**src/rtl/seq_restoring_divider_pkg.sv**
```systemverilog
// Shared types and constants for the sequential restoring divider.
package seq_restoring_divider_pkg;

  // Controller states, 2-bit encoding
  typedef enum logic [1:0] {
    IDLE = 2'b00,
    RUN  = 2'b01,
    DONE = 2'b10
  } state_t;

  // The quotient reported for a zero divisor is all ones. The top level
  // slices the low n bits, so operand widths up to 64 bits are supported.
  localparam logic [63:0] ZERO_DIV_QUOT = {64{1'b1}};

  // Width of an iteration counter able to hold the values 0..n
  function automatic int cnt_width(input int n);
    return $clog2(n + 1);
  endfunction

endpackage

```
**src/rtl/seq_restoring_divider_trial_subtractor.sv**
```systemverilog
// Combinational w-bit subtractor with a lookahead borrow chain.
// A borrow is generated at a bit when a=0 and b=1. A borrow from below is
// passed on when a and b are equal (p = ~a ^ b). This mirrors the
// generate/propagate structure of the carry-lookahead adder.
module trial_subtractor #(
  parameter int w = 9
) (
  input  logic [w-1:0] a,
  input  logic [w-1:0] b,
  output logic [w-1:0] diff,
  output logic         borrow_out
);

  logic [w-1:0] g_s;
  logic [w-1:0] p_s;
  logic [w:0]   borrow_s;
  logic         acc_s;
  logic         pp_s;

  assign g_s = ~a & b;
  assign p_s = ~a ^ b;

  // Each borrow is the OR of the generate terms below it, each masked by the
  // propagate terms between that bit and this one. No bit waits on a rippled borrow.
  always_comb begin
    borrow_s = {(w + 1){1'b0}};
    acc_s    = 1'b0;
    pp_s     = 1'b1;
    for (int i = 0; i < w; i++) begin
      acc_s = 1'b0;
      pp_s  = 1'b1;
      for (int j = i; j >= 0; j--) begin
        acc_s = acc_s | (pp_s & g_s[j]);
        pp_s  = pp_s & p_s[j];
      end
      borrow_s[i+1] = acc_s;
    end
  end

  assign diff       = a ^ b ^ borrow_s[w-1:0];
  assign borrow_out = borrow_s[w];

endmodule

```
**src/rtl/seq_restoring_divider.sv**
```systemverilog
// Multi-cycle unsigned restoring divider: one quotient bit per clock,
// with a start/busy/done handshake and a zero-divisor shortcut.
module seq_restoring_divider
  import seq_restoring_divider_pkg::*;
#(
  parameter int n = 8
) (
  input  logic         clk,
  input  logic         rst,
  input  logic         start,
  input  logic [n-1:0] dividend,
  input  logic [n-1:0] divisor,
  output logic         busy,
  output logic         done,
  output logic [n-1:0] quotient,
  output logic [n-1:0] remainder,
  output logic         div_by_zero
);

  localparam int             CW       = cnt_width(n);
  localparam logic [CW-1:0]  CNT_ZERO = {CW{1'b0}};
  localparam logic [CW-1:0]  CNT_ONE  = {{(CW - 1){1'b0}}, 1'b1};
  localparam logic [CW-1:0]  CNT_LAST = CW'(n - 1);

  state_t         state_r;
  state_t         state_nxt_s;
  logic [CW-1:0]  cnt_r;
  logic [n:0]     r_r;
  logic [n-1:0]   q_r;
  logic [n-1:0]   d_r;
  logic           busy_r;
  logic           done_r;
  logic [n-1:0]   quotient_r;
  logic [n-1:0]   remainder_r;
  logic           div_by_zero_r;

  logic           accept_s;
  logic           zero_div_s;
  logic           last_iter_s;
  logic [n:0]     shifted_s;
  logic [n:0]     trial_s;
  logic           borrow_s;
  logic [n:0]     r_iter_s;
  logic [n-1:0]   q_iter_s;

  // Starts are accepted only while idle or during the done cycle.
  assign accept_s    = start & ((state_r == IDLE) | (state_r == DONE));
  assign zero_div_s  = (divisor == {n{1'b0}});
  assign last_iter_s = (state_r == RUN) & (cnt_r == CNT_LAST);

  // One restoring step: shift the next dividend bit into R, then try D.
  assign shifted_s = {r_r[n-1:0], q_r[n-1]};

  trial_subtractor #(
    .w (n + 1)
  ) u_trial (
    .a          (shifted_s),
    .b          ({1'b0, d_r}),
    .diff       (trial_s),
    .borrow_out (borrow_s)
  );

  // Keep the trial result when it did not borrow. Otherwise restore the shifted value.
  always_comb begin
    r_iter_s = shifted_s;
    q_iter_s = {q_r[n-2:0], 1'b0};
    if (!borrow_s) begin
      r_iter_s = trial_s;
      q_iter_s = {q_r[n-2:0], 1'b1};
    end else begin
      r_iter_s = shifted_s;
      q_iter_s = {q_r[n-2:0], 1'b0};
    end
  end

  // Next-state logic for the IDLE -> RUN -> DONE controller
  always_comb begin
    state_nxt_s = state_r;
    case (state_r)
      IDLE, DONE: begin
        if (accept_s) begin
          if (zero_div_s) begin
            state_nxt_s = DONE;
          end else begin
            state_nxt_s = RUN;
          end
        end else begin
          state_nxt_s = IDLE;
        end
      end
      RUN: begin
        if (last_iter_s) begin
          state_nxt_s = DONE;
        end else begin
          state_nxt_s = RUN;
        end
      end
      default: state_nxt_s = IDLE;
    endcase
  end

  // State register plus registered busy/done, decoded from the next state
  always_ff @(posedge clk or posedge rst) begin
    if (rst) begin
      state_r <= IDLE;
      busy_r  <= 1'b0;
      done_r  <= 1'b0;
    end else begin
      state_r <= state_nxt_s;
      busy_r  <= (state_nxt_s == RUN);
      done_r  <= (state_nxt_s == DONE);
    end
  end

  // Working registers: load on accept, iterate while running, else hold
  always_ff @(posedge clk or posedge rst) begin
    if (rst) begin
      r_r   <= {(n + 1){1'b0}};
      q_r   <= {n{1'b0}};
      d_r   <= {n{1'b0}};
      cnt_r <= CNT_ZERO;
    end else if (accept_s) begin
      r_r   <= {(n + 1){1'b0}};
      q_r   <= dividend;
      d_r   <= divisor;
      cnt_r <= CNT_ZERO;
    end else if (state_r == RUN) begin
      r_r   <= r_iter_s;
      q_r   <= q_iter_s;
      cnt_r <= cnt_r + CNT_ONE;
    end else begin
      r_r   <= r_r;
      q_r   <= q_r;
      d_r   <= d_r;
      cnt_r <= cnt_r;
    end
  end

  // Result registers change only on the edge that enters DONE.
  // On the last iteration they take the just-computed step values.
  always_ff @(posedge clk or posedge rst) begin
    if (rst) begin
      quotient_r    <= {n{1'b0}};
      remainder_r   <= {n{1'b0}};
      div_by_zero_r <= 1'b0;
    end else if (last_iter_s) begin
      quotient_r    <= q_iter_s;
      remainder_r   <= r_iter_s[n-1:0];
      div_by_zero_r <= 1'b0;
    end else if (accept_s && zero_div_s) begin
      quotient_r    <= ZERO_DIV_QUOT[n-1:0];
      remainder_r   <= dividend;
      div_by_zero_r <= 1'b1;
    end else begin
      quotient_r    <= quotient_r;
      remainder_r   <= remainder_r;
      div_by_zero_r <= div_by_zero_r;
    end
  end

  assign busy        = busy_r;
  assign done        = done_r;
  assign quotient    = quotient_r;
  assign remainder   = remainder_r;
  assign div_by_zero = div_by_zero_r;

endmodule

```
**config.mk**
```make
export PLATFORM = sky130hd
export DESIGN_NAME = seq_restoring_divider
export DESIGN_NICKNAME = d
export VERILOG_FILES = /design/src/rtl/seq_restoring_divider_pkg.sv /design/src/rtl/seq_restoring_divider_trial_subtractor.sv /design/src/rtl/seq_restoring_divider.sv
export SDC_FILE = /design/constraint.sdc
export NUM_CORES = 1
export LEC_CHECK = 0
export ABC_AREA = 0
export CAP_MARGIN = 20
export CORE_MARGIN = 2
export CORE_UTILIZATION = 35
export CTS_BUF_LIST = sky130_fd_sc_hd__clkbuf_16
export DETAILED_ROUTE_END_ITERATION = 8
export DONT_BUFFER_PORTS = 1
export HOLD_SLACK_MARGIN = 0.05
export SYNTH_ARGS = -nofsm -noshare
export SYNTH_HDL_FRONTEND = slang
export SYNTH_SLANG_ARGS = --single-unit
export TNS_END_PERCENT = 30
```
**constraint.sdc**
```tcl
create_clock -name clk -period 4.7 [get_ports clk]
set_clock_uncertainty 0.15 [all_clocks]
set_input_delay 0.705 -clock clk [delete_from_list [all_inputs] [get_ports clk]]
set_output_delay 0.705 -clock clk [all_outputs]
set_load 0.01 [all_outputs]
```
After elaboration in Yosys (flattened, before gate mapping) --
Cells that the tools add are included.
Operators by class: bitwise logic cells 88, reduce and logical (&&, ||, !) cells 6, equality and inequality tests 5, $add $sub $neg 1, mux-type cells 18
Operators by type and width (number):
- $mux W8 | 9
- $and A1 B1 Y1 | 53
- $or A1 B1 Y1 | 30
- $xor A8 B8 Y8 | 2
- $and A9 B8 Y9 | 1
- $not A9 Y9 | 1
- $xor A9 B8 Y9 | 1
- $logic_not A8 Y1 | 1
- $mux W4 | 2
- $mux W2 | 3
- $add A4 B1 Y4 const B | 1
- $eq A2 B1 Y1 const B | 2
- $eq A2 B2 Y1 const B | 2
- $eq A4 B3 Y1 const B | 1
- $pmux W2 S2 | 1
- $reduce_bool A2 Y1 | 2
- $mux W1 | 3
- $logic_not A2 Y1 | 1
- $reduce_or A2 Y1 | 1
- $logic_and A1 B1 Y1 | 1
Storage, ports and cells: bits in registers 49, input bits 19, logic and storage cells 128

Longest topological paths before layout --
Gate-level depths: netlist of the first run.
depth after elaboration 14, mapped depth 7, gate-level depth less buffers 7

Cells and area by module --
A second synthesis of the first run with hierarchy kept.
Unflattened totals: cell total of the unflattened synthesis 245, area total of the unflattened synthesis 2539.9 µm²
Modules (own cells, without submodules):
- seq_restoring_divider | cells an instance 195, times used 1, area each 2163.3 µm²
- trial_subtractor | cells an instance 50, times used 1, area each 376.6 µm²

Least setup slack after synthesis of the first run --
Ideal clock, no wire load.
path type register -> register, start point register r_r[0], end point register r_r[1], arrival time 2186 ps, clock period less this slack 2419 ps, slack 2281 ps, stages on the path, launching flop included 8, cells stage by stage dfrtp_1 inv_1 ha_1 a211oi_2 nor3_2 o41ai_4 mux2_2 o21ai_0
Between the ends: word-level cells in the longest chain between the ends 8, elaborated cells between the ends (all ways) 13
RTL lines:
- start, declared | RTL line seq_restoring_divider.sv:28 | logic [n:0] r_r;
- start signal, assigned | RTL line seq_restoring_divider.sv:118 | r_r <= {(n + 1){1'b0}};
- start signal, assigned | RTL line seq_restoring_divider.sv:123 | r_r <= {(n + 1){1'b0}};
- start signal, assigned | RTL line seq_restoring_divider.sv:128 | r_r <= r_iter_s;
- $not A9 Y9 | RTL line seq_restoring_divider_trial_subtractor.sv:20, seq_restoring_divider_trial_subtractor.sv:21
- $and A9 B8 Y9 / $xor A9 B8 Y9 (equally long branches) | RTL line seq_restoring_divider_trial_subtractor.sv:20, seq_restoring_divider_trial_subtractor.sv:21
- $and A1 B1 Y1, on equally long branches | RTL line seq_restoring_divider_trial_subtractor.sv:33, seq_restoring_divider_trial_subtractor.sv:34
- $or A1 B1 Y1 / $and A1 B1 Y1 (equally long branches) | RTL line seq_restoring_divider_trial_subtractor.sv:33 | acc_s = acc_s | (pp_s & g_s[j]);
- $or A1 B1 Y1 | RTL line seq_restoring_divider_trial_subtractor.sv:33
- $mux W8 * | RTL line seq_restoring_divider.sv:67 | if (!borrow_s) begin
- $mux W8 * | RTL line seq_restoring_divider.sv:127 | end else if (state_r == RUN) begin
- $mux W8 * | RTL line seq_restoring_divider.sv:122 | end else if (accept_s) begin
Every way passes the cells marked *; elsewhere a longest branch is shown, timed or not. The select of a mux whose other input is x is not followed. A chain may end at the register's enable or synchronous reset.

Final worst setup path of the first run --
start point register r_r[0], end point register r_r[0]
Between the ends: word-level cells in the longest chain between the ends 8, elaborated cells between the ends (all ways) 11
RTL lines (RTL line):
- $not A9 Y9 * | seq_restoring_divider_trial_subtractor.sv:20, seq_restoring_divider_trial_subtractor.sv:21
- $and A9 B8 Y9 / $xor A9 B8 Y9 (equally long branches) | seq_restoring_divider_trial_subtractor.sv:20, seq_restoring_divider_trial_subtractor.sv:21
- $and A1 B1 Y1, on equally long branches | seq_restoring_divider_trial_subtractor.sv:33, seq_restoring_divider_trial_subtractor.sv:34
- $or A1 B1 Y1 / $and A1 B1 Y1 (equally long branches) | seq_restoring_divider_trial_subtractor.sv:33
- $or A1 B1 Y1 * | seq_restoring_divider_trial_subtractor.sv:33
- $mux W8 * | seq_restoring_divider.sv:67
- $mux W8 * | seq_restoring_divider.sv:127
- $mux W8 * | seq_restoring_divider.sv:122
Marks and branches as above.

==> key figures, run 1 <==
Setup path
  • Setup crit start kind: flop
  • Slowest stage delay, CP: 710 ps
  • CP required: 4750 ps
  • CP max FO: 10
  • R2R Path Start: r_r[0]
  • Worst path bufs/invs: 1
  • Critical path class: flop to flop
  • Critical Path Slowest Stage Cell: o41ai_4
  • Crit Reg-Reg Endpoint: r_r[0]
  • Crit-path cells: inv_1 > ha_1 > a211oi_2 > nor3_2 > o41ai_4 > mux2_2 > o21ai_0
  • FF-to-FF path depth: 7
  • CP arrival: 2810 ps
  • CP Capture Type: flop
  • CP top delay family: compound AO/OA/AOI/OAI gates
  • Worst R2R Setup Slack: 1940 ps

Floorplan
  • Core ar.: 0.00683 sq mm
  • Die area: 0.00780 sq mm
  • Die outline width: 88.3 um
  • Die span in y: 88.3 um
  • Row count: 30
  • Initial Utilization: a little over a third
  • Boundary pin count: 38

STA
  • Setup TNS: 0 ps
  • Slew margin rel.: 42.4%
  • Final hold vios: 0
  • Max-slew violation count: 0
  • Post-layout minimum cycle time: 2760 ps
  • Final setup fails: 0
  • Hold Slack: 126 ps
  • Fin crit share: around three fifths
  • RSZ-0062 raised after global routing: false
  • Upper clock frequency limit: roughly 360 MHz
  • Worst-margin pin slew: 863 ps

Yosys
  • Synth area leader: dfrtp_1
  • Syn avg cell area: 9.02 sq um
  • Mapped Area: around 0.0025 sq mm
  • Synth Area in Compound Gates: about 17%
  • Syn Nets: 305
  • Total of warnings raised by yosys: 0
  • Main combinational cell family by area after synthesis: simple AND/OR/NAND/NOR gates
  • Synth Flop Type: dfrtp_1
  • Register area share after synthesis: approximately half
  • Commonest cells post-synth: 72 x nand2_1, 49 x dfrtp_1, 26 x o21ai_0, 21 x nor2_1, 12 x inv_1
  • Synthesis-stage register bit count: 49
  • Syn Inst Count: 276
  • EDFF count, synth: 0
  • Post-Synth Adder-Cell Area: 5.33%
  • Ys async rst share: 100%
  • Simple-gate area share of the yosys netlist: 20.6%
  • Synth top area share: 49.2%
  • Top cells by area, synth: dfrtp_1 49%, nand2_1 11%, o21ai_0 5.2%
  • Multiplexer area fraction after synthesis: 2.51%
  • Top-count cell post-synth: nand2_1
  • Post-synth cell types: between 40 and 50
  • Post-synthesis xor/xnor area fraction: 1.06%

Detailed routing
  • Residual DRC: 0
  • Routed WL: 5620 um
  • 1st-pass router iterations: 4
  • Detailed Route Iter0 Violations: 88
  • Vias per cell: 5.11
  • Antenna viol nets, final: 0
  • WL/cell: 15.1 um
  • Via count: 1895

Power
  • Pwr dens: 810 mW/mm^2
  • Overall Power: 2.22 mW
  • P_leak: 1.24 nW
  • VDD IR max: 280 uV

Layout
  • Multi-input logic area: around 0.0012 sq mm
  • Final #Nets: 303
  • Area Growth Syn to Fin: 10.3%
  • Fillers: 697
  • Share of cells above drive strength 1: 8.00%
  • Non-filler cells, final: 371
  • FF+latch area: 0.00123 sq mm
  • N_diodes: 0

Place
  • Placer Congestion: approximately 0.8
  • DP Cell Count: 362
  • HPWL Detailed: 4030 um
  • PortBufs: 0

CTS
  • CTS max path bufs: 2
  • Worst skew pair latency: 280 ps
  • CTS Hold Bufs: 0
  • Post-CTS setup buffers: 0
  • Clock tree sinks: slightly below 50
  • CTS buffer count: 5
  • PostCTS Resize Cnt: 0
  • CTS tree: yes
  • H-tree levels: 2
  • Reg clk slew, reported paths: 60 ps
  • Root buffer cell: clkbuf_16

Global routing
  • Largest net degree at the start of global routing: 50
  • Number of global-route vias before repair: roughly 1900
  • Initial antenna violation count: 0
  • Global-route wire length before repair: between 9000 and 10000 um
  • Grt ovf: 0
  • Total track usage: between 10% and 20%

Run status
  • Status: completed

Min path
  • Hold Path Class: input pin to asynchronous set/reset pin

Run
  • Max-Cap Viols: 0
==> placed cells by master (no fill, tap or decap), types with 3 or more instances in the layout <==
| cell type | n |
|---|---|
| a21oi_1 | 9 |
| o21ai_0 | 26 |
| nor2_1 | 21 |
| ha_1 | 9 |
| buf_4 | 3 |
| clkbuf_16 | 5 |
| nor2b_1 | 7 |
| xnor2_1 | 3 |
| o31ai_1 | 3 |
| o22ai_1 | 3 |
| mux2i_1 | 4 |
| a211oi_1 | 6 |
| nand2_1 | 72 |
| a31oi_1 | 6 |
| inv_1 | 12 |
| dfrtp_1 | 49 |
==> worst max path at each step <==
stage / start / end / slack, ps / cells past startpoint
floorplan: r_r[0] / r_r[1] / 2280 / 7
global placement: r_r[0] / r_r[1] / 1970 / 7
detailed placement: r_r[0] / r_r[0] / 1930 / 7
CTS: r_r[0] / r_r[0] / 1890 / 7
global route: r_r[0] / remainder[4] / 1740 / 7
finish: r_r[0] / r_r[0] / 1940 / 7
==> metrics by stage <==
stage	cell area [sq um]	util, %	setup WS, ps
6_report	2750	40.2	1940
5_1_grt	2750	40.2	1740
4_1_cts	2730	39.9	1890
3_5_place_dp	2580	37.8	1930
3_3_place_gp	2580	37.8	1970
2_1_floorplan	2490	-	2280
==> routing by layer <==
metal,track usage [%],vias up,wire [um]
li1,-,944,-
met1,20.4,917,2460
met2,26.1,30,2790
met3,4.85,4,315
met4,3.31,0,48
met5,0,-,0
==> worst reg2reg max path: stages, from the launching register on <==
cell	delay, ps
dfrtp_1	380
inv_1	130
ha_1	290
a211oi_2	300
nor3_2	130
o41ai_4	710
mux2_2	430
o21ai_0	160
==> layout make-up <==
cell class / instances / area share, %
Timing Repair Buffer: 4 / 1.55
Tap cell: 96 / 4.38
Clock inverter: 3 / 0.684
Sequential cell: 49 / 44.7
Multi-Input combinational cell: 202 / 42.5
Clock buffer: 5 / 4.56
Inverter: 12 / 1.64
==> sequential cells by signal, indices dropped and copies added (netlist names) <==
register,count
q_r,8
done,1
state_r,2
r_r,8
div_by_zero,1
busy,1
d_r,8
cnt_r,4
quotient,8
remainder,8
==> cells by family after synthesis <==
family,Yosys count
flip-flops,49
adder cells (fa/ha/maj),10
multiplexers,6
buffers and inverters,25
XOR/XNOR,3
AO/OA/AOI/OAI,66
AND/OR/NAND/NOR,117
==> report_power, final <==
| part | switching (mW) | leakage [nW] | internal [mW] | total, mW |
|---|---|---|---|---|
| logic | 0.604 | 0.588 | 0.461 | 1.06 |
| registers | 0.174 | 0.588 | 0.633 | 0.807 |
| clock network | 0.156 | 0.0672 | 0.195 | 0.351 |
| total | 0.934 | 1.24 | 1.29 | 2.22 |
Note: power is estimated with default switching activity, not from simulation.
==> inputs of run 2 (changes only) <==
==> constraint.sdc (replaced) <==
create_clock -name clk -period 2.5 [get_ports clk]
set_clock_uncertainty 0.15 [all_clocks]
set_input_delay 0.375 -clock clk [delete_from_list [all_inputs] [get_ports clk]]
set_output_delay 0.375 -clock clk [all_outputs]
set_load 0.01 [all_outputs]
==> run 2 against run 1 <==
Against the previous run: sequential power rose by 90%; largest power group unchanged; non-clock buffer count rose by 17; combinational power rose by 120%; register-to-register slack got worse by 1800 ps; utilization rose by 2.7 points; maximum frequency rose by 15%; via count rose by 5.6%.
==> key figures, run 2 (synthesized netlist as in run 1, its figures left out) <==
Layout
  • Most frequent cells in the layout: 72 x nand2_1, 49 x dfrtp_1, 24 x o21ai_0
  • FF+latch area: 0.00123 sq mm
  • N_diodes: 0
  • Final #Nets: 320
  • Fillers: slightly above 700
  • Design area: 0.00293 sq mm
  • Non-filler cells, final: ~390
  • Multi-input logic area: 0.00122 sq mm
  • Commonest non-fill, non-tap cell in the layout: nand2_1
  • Area Growth Syn to Fin: 17.5%
  • Share of cells above drive strength 1: 13.7%
  • Core Util, Final: 42.8%

CTS
  • H-tree levels: 2
  • Reg clk slew, reported paths: approximately 70 ps
  • Clock tree sinks: 49
  • CTS tree: yes
  • Root buffer cell: clkbuf_16
  • Worst skew pair latency: 290 ps
  • CTS max path bufs: 2
  • CTS buffer count: 5

STA
  • Max-slew violation count: 0
  • Final hold vios: 0
  • Worst-margin pin slew: 873 ps
  • Final setup fails: 0
  • Fin crit share: roughly 96%
  • Upper clock frequency limit: slightly above 400 MHz
  • Final worst setup slack: 95.6 ps
  • Post-layout minimum cycle time: 2400 ps
  • Slew margin rel.: 41.7%

Place
  • Placer Congestion: 0.809
  • HPWL Detailed: 4200 um
  • PortBufs: 0
  • Post-DP Area: 0.00264 sq mm
  • DP Cell Count: between 300 and 400
  • Pre-CTS setup slack: 65.0 ps

Global routing
  • Total track usage: about 17%
  • Largest net degree at the start of global routing: 42
  • Global-route wire length before repair: between 9000 and 10000 um
  • Initial antenna violation count: 0
  • Grt ovf: 0
  • Number of global-route vias before repair: 1986

Detailed routing
  • Via count: 2001
  • Detailed Route Iter0 Violations: 124
  • Routed WL: 6060 um
  • Antenna viol nets, final: 0
  • 1st-pass router iterations: 4
  • WL/cell: 15.6 um
  • Vias per cell: 5.16
  • Residual DRC: 0

Setup path
  • CP arrival: approximately 2400 ps
  • Crit Reg-Reg Endpoint: r_r[6]
  • CP required: roughly 2500 ps
  • R2R Path Start: r_r[0]
  • CP Capture Type: flop
  • CP max FO: 5
  • Worst R2R Setup Slack: 100 ps
  • Setup crit start kind: flop
  • Critical path class: flop to flop
  • FF-to-FF path depth: 9

Floorplan
  • Initial Utilization: 36.4%
  • Boundary pin count: 38
  • Core ar.: 0.00683 sq mm
  • Die area: 0.00780 sq mm
  • Row count: 30
  • Die span in y: 88.3 um
  • Die outline width: ~88 um

Min path
  • Worst Hold End: d_r[2]
  • Hold Path Class: input pin to flop
  • WHS Path Cells: 2
  • Worst Hold Launch: divisor[2]

Run
  • Max-Cap Viols: 0

Run status
  • Status: completed

Power
  • Pwr dens: 1530 mW/mm^2
  • VDD IR max: 407 uV
  • P_leak: 1.33 nW
run 2: where the power goes:
| part | internal (mW) | switching [mW] |
|---|---|---|
| clock network | 0.370 | 0.300 |
| registers | 1.19 | 0.343 |
| logic | 1.04 | 1.24 |
run 2: layout make-up:
| type | instances | area share (%) |
|---|---|---|
| Clock buffer | 5 | 4.28 |
| Inverter | 12 | 1.54 |
| Multi-Input combinational cell | 202 | 41.6 |
| Sequential cell | 49 | 41.9 |
| Timing Repair Buffer | 21 | 5.94 |
| Clock inverter | 3 | 0.599 |
| Tap cell | 96 | 4.10 |
run 2: repair_timing:
action,in CTS,in global routing
hold buffers,6,0
setup endpoints to repair,0,11
endpoints found under the hold margin,44,0
resized for setup,0,13
setup buffers,0,3
run 2: how the worst max path moves through the flow:
stage	startpoint	end	slack [ps]	cells after the start
after floorplan	r_r[0]	r_r[1]	80	7
after global placement	r_r[0]	r_r[0]	110	8
after detailed placement	r_r[0]	r_r[1]	60	8
after CTS	r_r[0]	r_r[1]	40	8
after global routing	r_r[5]	remainder[6]	-10	9
final	r_r[0]	r_r[6]	100	9
run 2: worst max-delay path, stage by stage (launching register included):
cell      delay (ps)
dfrtp_1          390
inv_2             60
ha_2             290
a211oi_4         280
nor3_4            90
o41ai_4          390
buf_2            230
buf_4            130
and3b_2          180
o31ai_1           70
run 2: layer usage:
metal / global-route usage [%] / part of all wire, %
met1: 20.4 / 43
met2: 27.3 / 48
met3: 4.76 / 5.8
met4: 7.02 / 2.7
met5: 0 / 0
run 2: metrics by stage:
step | power [mW] | hold slack (ps) | TNS (ps)
2_1_floorplan | 3.10 | 299 | 0
3_3_place_gp | 3.54 | 319 | 0
3_5_place_dp | 3.59 | 325 | 0
4_1_cts | 4.28 | 53.4 | 0
5_1_grt | 4.88 | 53.4 | -21.3
6_report | 4.48 | 51.8 | 0
